`config.mk`:
```
export PLATFORM = sky130hd
export DESIGN_NAME = alu_writeback_flat
export DESIGN_NICKNAME = d
export VERILOG_FILES = /design/src/rtl/alu_writeback_if.sv /design/src/rtl/alu_writeback.sv /design/src/flat_wrapper.sv
export SDC_FILE = /design/constraint.sdc
export NUM_CORES = 1
export LEC_CHECK = 0
export ABC_AREA = 0
export BUFFER_PORTS_ARGS = -buffer_cell sky130_fd_sc_hd__buf_2
export CAP_MARGIN = 20
export CORE_MARGIN = 2
export CORE_UTILIZATION = 30
export CTS_CLUSTER_SIZE = 16
export DETAILED_ROUTE_END_ITERATION = 8
export GPL_ROUTABILITY_DRIVEN = 0
export GPL_TIMING_DRIVEN = 0
export SLEW_MARGIN = 0
export SYNTH_ARGS = -nofsm -noshare
export SYNTH_HDL_FRONTEND = slang
export SYNTH_SLANG_ARGS = --single-unit
```
`constraint.sdc`:
```
create_clock -name iClk -period 2.2 [get_ports iClk]
set_clock_uncertainty 0.15 [all_clocks]
set_input_delay 0.44 -clock iClk [delete_from_list [all_inputs] [get_ports iClk]]
set_output_delay 0.44 -clock iClk [all_outputs]
set_load 0.05 [all_outputs]
```
`src/rtl/alu_writeback_if.sv`:
```
// Result-commit bus between the ALU/control side (master) and the write-back stage (slave).
// Handshake: a result transfers on a rising edge where iValid && oReady; the master holds all inputs until then.
interface alu_writeback_if #(
  parameter int DATA_W = 32,
  parameter int REG_AW = 4
);
  logic              iValid;
  logic              oReady;
  logic [3:0]        iCtrl;
  logic [DATA_W-1:0] iC_hi;
  logic [DATA_W-1:0] iC_lo;
  logic              iZero;
  logic              iNeg;
  logic [REG_AW-1:0] iDst;
  logic              iStall;
  logic              oRfWe;
  logic [REG_AW-1:0] oRfAddr;
  logic [DATA_W-1:0] oRfData;
  logic              oLoWe;
  logic [DATA_W-1:0] oLoData;
  logic              oHiWe;
  logic [DATA_W-1:0] oHiData;
  logic              oZeroFlag;
  logic              oNegFlag;
  logic              oBusy;
  logic              oDone;
  logic [6:0]        oDbg;     // {latched ctrl, fsm state}

  modport master (
    output iValid, iCtrl, iC_hi, iC_lo, iZero, iNeg, iDst, iStall,
    input  oReady, oRfWe, oRfAddr, oRfData, oLoWe, oLoData, oHiWe, oHiData,
           oZeroFlag, oNegFlag, oBusy, oDone, oDbg
  );

  modport slave (
    input  iValid, iCtrl, iC_hi, iC_lo, iZero, iNeg, iDst, iStall,
    output oReady, oRfWe, oRfAddr, oRfData, oLoWe, oLoData, oHiWe, oHiData,
           oZeroFlag, oNegFlag, oBusy, oDone, oDbg
  );
endinterface

```
`src/rtl/alu_writeback.sv`:
```
// ALU result-commit stage: captures a result, then writes it to the register file
// or to LO/HI (MUL/DIV) and pulses done.
module alu_writeback #(
  parameter int         DATA_W       = 32,
  parameter int         REG_AW       = 4,
  parameter logic [3:0] CTRL_ALU_MUL = 4'd6,
  parameter logic [3:0] CTRL_ALU_DIV = 4'd7
) (
  input logic           iClk,
  input logic           iRst,
  alu_writeback_if.slave bus
);

  typedef enum logic [2:0] {
    IDLE  = 3'd0,
    WR_RF = 3'd1,
    WR_LO = 3'd2,
    WR_HI = 3'd3,
    DONE  = 3'd4
  } state_t;

  state_t            state;
  state_t            state_nxt;
  logic [DATA_W-1:0] z_hi;
  logic [DATA_W-1:0] z_lo;
  logic [REG_AW-1:0] dst;
  logic [3:0]        ctrl;
  logic              zero_flag;
  logic              neg_flag;
  logic              capture;
  logic              is_muldiv;

  assign capture   = (state == IDLE) && bus.iValid;
  assign is_muldiv = (bus.iCtrl == CTRL_ALU_MUL) || (bus.iCtrl == CTRL_ALU_DIV);

  // State and result registers; data only moves on a capture.
  always_ff @(posedge iClk) begin
    if (iRst) begin
      state     <= IDLE;
      z_hi      <= '0;
      z_lo      <= '0;
      dst       <= '0;
      ctrl      <= '0;
      zero_flag <= 1'b0;
      neg_flag  <= 1'b0;
    end else begin
      state <= state_nxt;
      if (capture) begin
        z_hi      <= bus.iC_hi;
        z_lo      <= bus.iC_lo;
        dst       <= bus.iDst;
        ctrl      <= bus.iCtrl;
        zero_flag <= bus.iZero;
        neg_flag  <= bus.iNeg;
      end
    end
  end

  always_comb begin
    state_nxt = state;
    unique case (state)
      IDLE:    if (bus.iValid) state_nxt = is_muldiv ? WR_LO : WR_RF;
      WR_RF:   if (!bus.iStall) state_nxt = DONE;
      WR_LO:   if (!bus.iStall) state_nxt = WR_HI;
      WR_HI:   if (!bus.iStall) state_nxt = DONE;
      DONE:    state_nxt = IDLE;
      default: state_nxt = IDLE;
    endcase
  end

  // Strobes are decoded from state so a stall removes the write in the same cycle.
  always_comb begin
    bus.oReady = 1'b0;
    bus.oBusy  = 1'b1;
    bus.oRfWe  = 1'b0;
    bus.oLoWe  = 1'b0;
    bus.oHiWe  = 1'b0;
    bus.oDone  = 1'b0;
    unique case (state)
      IDLE: begin
        bus.oReady = 1'b1;
        bus.oBusy  = 1'b0;
      end
      WR_RF:   bus.oRfWe = ~bus.iStall;
      WR_LO:   bus.oLoWe = ~bus.iStall;
      WR_HI:   bus.oHiWe = ~bus.iStall;
      DONE:    bus.oDone = 1'b1;
      default: ;
    endcase
  end

  assign bus.oRfAddr   = dst;
  assign bus.oRfData   = z_lo;
  assign bus.oLoData   = z_lo;
  assign bus.oHiData   = z_hi;
  assign bus.oZeroFlag = zero_flag;
  assign bus.oNegFlag  = neg_flag;
  assign bus.oDbg      = {ctrl, state};

endmodule
```
`src/flat_wrapper.sv`:
```
// flat-port wrapper written by rule: the top's interface ports become plain ports
module alu_writeback_flat 
#(
  parameter int         DATA_W       = 32,
  parameter int         REG_AW       = 4,
  parameter logic [3:0] CTRL_ALU_MUL = 4'd6,
  parameter logic [3:0] CTRL_ALU_DIV = 4'd7
)
  (iClk, iRst, bus_iValid, bus_iCtrl, bus_iC_hi, bus_iC_lo, bus_iZero, bus_iNeg, bus_iDst, bus_iStall, bus_oReady, bus_oRfWe, bus_oRfAddr, bus_oRfData, bus_oLoWe, bus_oLoData, bus_oHiWe, bus_oHiData, bus_oZeroFlag, bus_oNegFlag, bus_oBusy, bus_oDone, bus_oDbg);
  alu_writeback_if #(.DATA_W(DATA_W), .REG_AW(REG_AW)) bus_i ();
  input logic iClk;
  input logic iRst;
  input wire logic [$bits(bus_i.iValid)-1:0] bus_iValid;
  input wire logic [$bits(bus_i.iCtrl)-1:0] bus_iCtrl;
  input wire logic [$bits(bus_i.iC_hi)-1:0] bus_iC_hi;
  input wire logic [$bits(bus_i.iC_lo)-1:0] bus_iC_lo;
  input wire logic [$bits(bus_i.iZero)-1:0] bus_iZero;
  input wire logic [$bits(bus_i.iNeg)-1:0] bus_iNeg;
  input wire logic [$bits(bus_i.iDst)-1:0] bus_iDst;
  input wire logic [$bits(bus_i.iStall)-1:0] bus_iStall;
  output wire logic [$bits(bus_i.oReady)-1:0] bus_oReady;
  output wire logic [$bits(bus_i.oRfWe)-1:0] bus_oRfWe;
  output wire logic [$bits(bus_i.oRfAddr)-1:0] bus_oRfAddr;
  output wire logic [$bits(bus_i.oRfData)-1:0] bus_oRfData;
  output wire logic [$bits(bus_i.oLoWe)-1:0] bus_oLoWe;
  output wire logic [$bits(bus_i.oLoData)-1:0] bus_oLoData;
  output wire logic [$bits(bus_i.oHiWe)-1:0] bus_oHiWe;
  output wire logic [$bits(bus_i.oHiData)-1:0] bus_oHiData;
  output wire logic [$bits(bus_i.oZeroFlag)-1:0] bus_oZeroFlag;
  output wire logic [$bits(bus_i.oNegFlag)-1:0] bus_oNegFlag;
  output wire logic [$bits(bus_i.oBusy)-1:0] bus_oBusy;
  output wire logic [$bits(bus_i.oDone)-1:0] bus_oDone;
  output wire logic [$bits(bus_i.oDbg)-1:0] bus_oDbg;
  assign bus_i.iValid = bus_iValid;
  assign bus_i.iCtrl = bus_iCtrl;
  assign bus_i.iC_hi = bus_iC_hi;
  assign bus_i.iC_lo = bus_iC_lo;
  assign bus_i.iZero = bus_iZero;
  assign bus_i.iNeg = bus_iNeg;
  assign bus_i.iDst = bus_iDst;
  assign bus_i.iStall = bus_iStall;
  assign bus_oReady = bus_i.oReady;
  assign bus_oRfWe = bus_i.oRfWe;
  assign bus_oRfAddr = bus_i.oRfAddr;
  assign bus_oRfData = bus_i.oRfData;
  assign bus_oLoWe = bus_i.oLoWe;
  assign bus_oLoData = bus_i.oLoData;
  assign bus_oHiWe = bus_i.oHiWe;
  assign bus_oHiData = bus_i.oHiData;
  assign bus_oZeroFlag = bus_i.oZeroFlag;
  assign bus_oNegFlag = bus_i.oNegFlag;
  assign bus_oBusy = bus_i.oBusy;
  assign bus_oDone = bus_i.oDone;
  assign bus_oDbg = bus_i.oDbg;
  alu_writeback #(.DATA_W(DATA_W), .REG_AW(REG_AW), .CTRL_ALU_MUL(CTRL_ALU_MUL), .CTRL_ALU_DIV(CTRL_ALU_DIV)) u_core (.iClk(iClk), .iRst(iRst), .bus(bus_i));
endmodule
```
==> impl_results.md <==
* Synth warnings at 0
* Placed cells at approximately 700
* Root Buffer: clkbuf_8
* Setup crit end: bus_oReady
* Power, Total at 3.93 mW
* CP required at 1.61 ns
* Reg area at roughly 1500 µm²
* Leak at around 2.3 nW
* Vias in the first global route at 2,817
* Worst slew pin tran at approximately 0.54 ns
* CTS tree: yes
* Power per cell area at 892 nW/µm²
* Worst setup margin at around 0.10 ns
* Critical Path Fanout Max at 10
* # hold bufs at CTS at 0
* Final hold viol count at 0
* Num CTS Buffers at 9
* Die area at 10,800 µm²
* Synthesized cell area at roughly 3000 µm²
* Clock-pin slew on the worst setup and hold paths at 0.08 ns
* Post-synth net total at between 400 and 500
* Worst R2R Path Depth at 6
* Sw frac at 0.339
* RSZ-0062 raised after global routing: false
* Clock Sinks at between 70 and 80
* Worst relative slew slack at 0.643
* Fin cells at roughly 720
* Clk_lat worst skew at 0.34 ns
* Row cnt at 36
* DR pass1 iterations at 4
* Final nets at between 600 and 700
* Layout Area Growth over Synthesis at 46.5%
* First-pass GRT wire length at 13,400 µm
* Hold Slack at approximately 0.18 ns
* Synthesized-area fraction occupied by adder cells at 0
* Setup crit end kind: primary output
* Detailed router's first-iteration violation count at between 80 and 90
* Vias/cell at approximately 4.3
* Simple-Gate Fraction of Synth Area at 0.216
* Final wirelength at between 8000 and 9000 µm
* Initial Utilization at 0.308
* Final period util at 0.955
* NetSw at around 1.3 mW
* Clock Tree Buf Depth at 2
* Remaining antenna violation count at 0
* Die width at around 100 µm
* P_int at 2.60 mW
* Mux cell area share after synthesis at 0
* Hold Crit Class: in -> reg
* CORE AREA at 9770 µm²
* Largest net degree at the start of global routing at 13
* Synth Area in XOR/XNOR at 0
* Port-buffer cells at 192
* Gr usage total at 0.150
* Dpl ws at between 0.2 and 0.3 ns
* Initial antenna violation count at 0
* Drt wl/cell at approximately 12 µm
* Maxcap violations at 0
* Clk pwr share at 0.331
* Flops & latches, synth at 77
* # IOs at ~190
* Footprint of the multi-input gates at approximately 1100 µm²
* Largest family of logic cells by synthesized area: simple AND/OR/NAND/NOR gates
* Reg power frac at 0.394
* Final Setup Violations at 0
* Worst Setup SP: u_core.state[0]
* Terminus of the critical flop-to-flop path: u_core.bus.oHiData[7]
* Worst r2r src: u_core.state[0]
* Fmax at approximately 480 MHz
* Reg-to-reg slack, setup at between 0.4 and 0.5 ns
* Syn Inst Count at ~380
* Syn Area/Cell at roughly 8 µm²
* Final Max Slew Viols at 0
* Worst IR Drop VDD at 366 µV
* Layout cells sized above 1 at 0.447
* Fin Setup TNS at 0 ns
* Combinational fraction of design power at 0.274
* N_diodes at 0
* Total gr overflow at 0
* Hold Crit Start: bus_iC_lo[16]
* Final HPWL DP at 6450 µm
* Register area share after synthesis at 0.512
* Critical path startpoint category: flop
* H-tree Lvls at 3
* Tmin final at 2.10 ns
* Status: complete, no violations
* Compound-gate portion of the synthesized area at 0.135
* # fillers at 1,017
* Die height at ~100 µm
* Critical path class: reg -> out
* Vias at ~3,100
* DRC viols at 0
* Critical Path AT at approximately 1.5 ns
* Distinct cell type count after synthesis at 20
cells in the mapped netlist:
master	number	area (µm²)
a2111oi_0	2	17.5
a21oi_1	74	370
a221oi_1	1	8.76
a41oi_1	1	8.76
buf_2	8	40.0
buf_4	32	240
buf_6	7	78.8
clkbuf_1	11	41.3
dfxtp_1	77	1540
inv_1	3	11.3
nand2_1	149	559
nand3b_1	2	15.0
nor2_1	2	7.51
nor2b_1	1	6.26
nor3b_1	1	7.51
nor4b_1	1	8.76
nor4b_2	1	15.0
nor4bb_1	1	10.0
or3_1	1	6.26
or4b_4	1	13.8
metal layers:
layer,routed length (µm),track usage,vias up,share of wire
met2,3990,0.244,116,0.48
li1,-,-,1577,-
met5,0,0,-,0
met3,701,0.0551,10,0.084
met4,85,0.0454,0,0.010
met1,3600,0.185,1361,0.43
cell families (layout without fill, tap and decap cells):
logic type / count (synthesis) / in the layout
buffers and inverters: 61 / 267
flip-flops: 77 / 77
AND/OR/NAND/NOR: 160 / 160
AO/OA/AOI/OAI: 78 / 78
cells in the final DEF, fill, tap and decap left out, drive strengths merged:
cell type | Yosys | final
buf | 47 | 239
nand2 | 149 | 149
dfxtp | 77 | 77
a21oi | 74 | 74
clkbuf | 11 | 21
inv | 3 | 3
bufinv | 0 | 3
nor4b | 2 | 2
nand3b | 2 | 2
nor2 | 2 | 2
a2111oi | 2 | 2
or3 | 1 | 1
nor3b | 1 | 1
nor4bb | 1 | 1
or4b | 1 | 1
a41oi | 1 | 1
nor2b | 1 | 1
a221oi | 1 | 1
clkinv | 0 | 1
power by group through the flow:
| stage | Sequential [mW] | Clock, mW | Combinational, mW |
|---|---|---|---|
| global placement | 1.58 | 0 | 1.08 |
| finish | 1.55 | 1.30 | 1.08 |
| CTS | 1.55 | 1.34 | 1.09 |
| detailed placement | 1.58 | 0 | 1.09 |
| global route | 1.56 | 1.41 | 1.15 |
| floorplan | 1.92 | 0 | 0.471 |
sequential cells by signal, indices dropped and copies added, names as in the netlist:
name / count
u_core.ctrl: 4
u_core.bus.oZeroFlag: 1
u_core.bus.oHiData: 32
u_core.bus.oNegFlag: 1
u_core.bus.oLoData: 32
u_core.state: 3
u_core.bus.oRfAddr: 4
area by class of cell:
class / instances / share of cell area
repair buffers: 192 / 0.218
inverters: 3 / 0.00256
flip-flops and latches: 77 / 0.350
plain buffers: 57 / 0.0900
clock inverters: 4 / 0.0216
well taps: 133 / 0.0378
clock buffers: 11 / 0.0344
multi-input cells: 238 / 0.245
through the flow:
step	util	area (µm²)
global placement	0.426	4160
floorplan	-	3040
global route	0.451	4410
detailed placement	0.426	4160
CTS	0.451	4410
finish	0.451	4410
worst max-delay path: stages, from the launching register on:
cell     delay (ns)
dfxtp_1        0.31
buf_2          0.18
or3_1          0.37
inv_1          0.06
buf_2          0.25
worst min-delay path by stage:
stage / to / cells after the start
after floorplan: u_core.state[1] / 1
after global placement: u_core.bus.oHiData[8] / 2
after detailed placement: u_core.bus.oRfAddr[3] / 2
after CTS: u_core.bus.oRfAddr[3] / 3
after global routing: u_core.bus.oHiData[24] / 3
final: u_core.bus.oLoData[16] / 3
repair_timing:
action                                  CTS  global route
endpoints found under the setup margin    1             0
resized for setup                         0             0
buffers inserted                          0             0
Note: power is estimated with default switching activity, not from simulation.
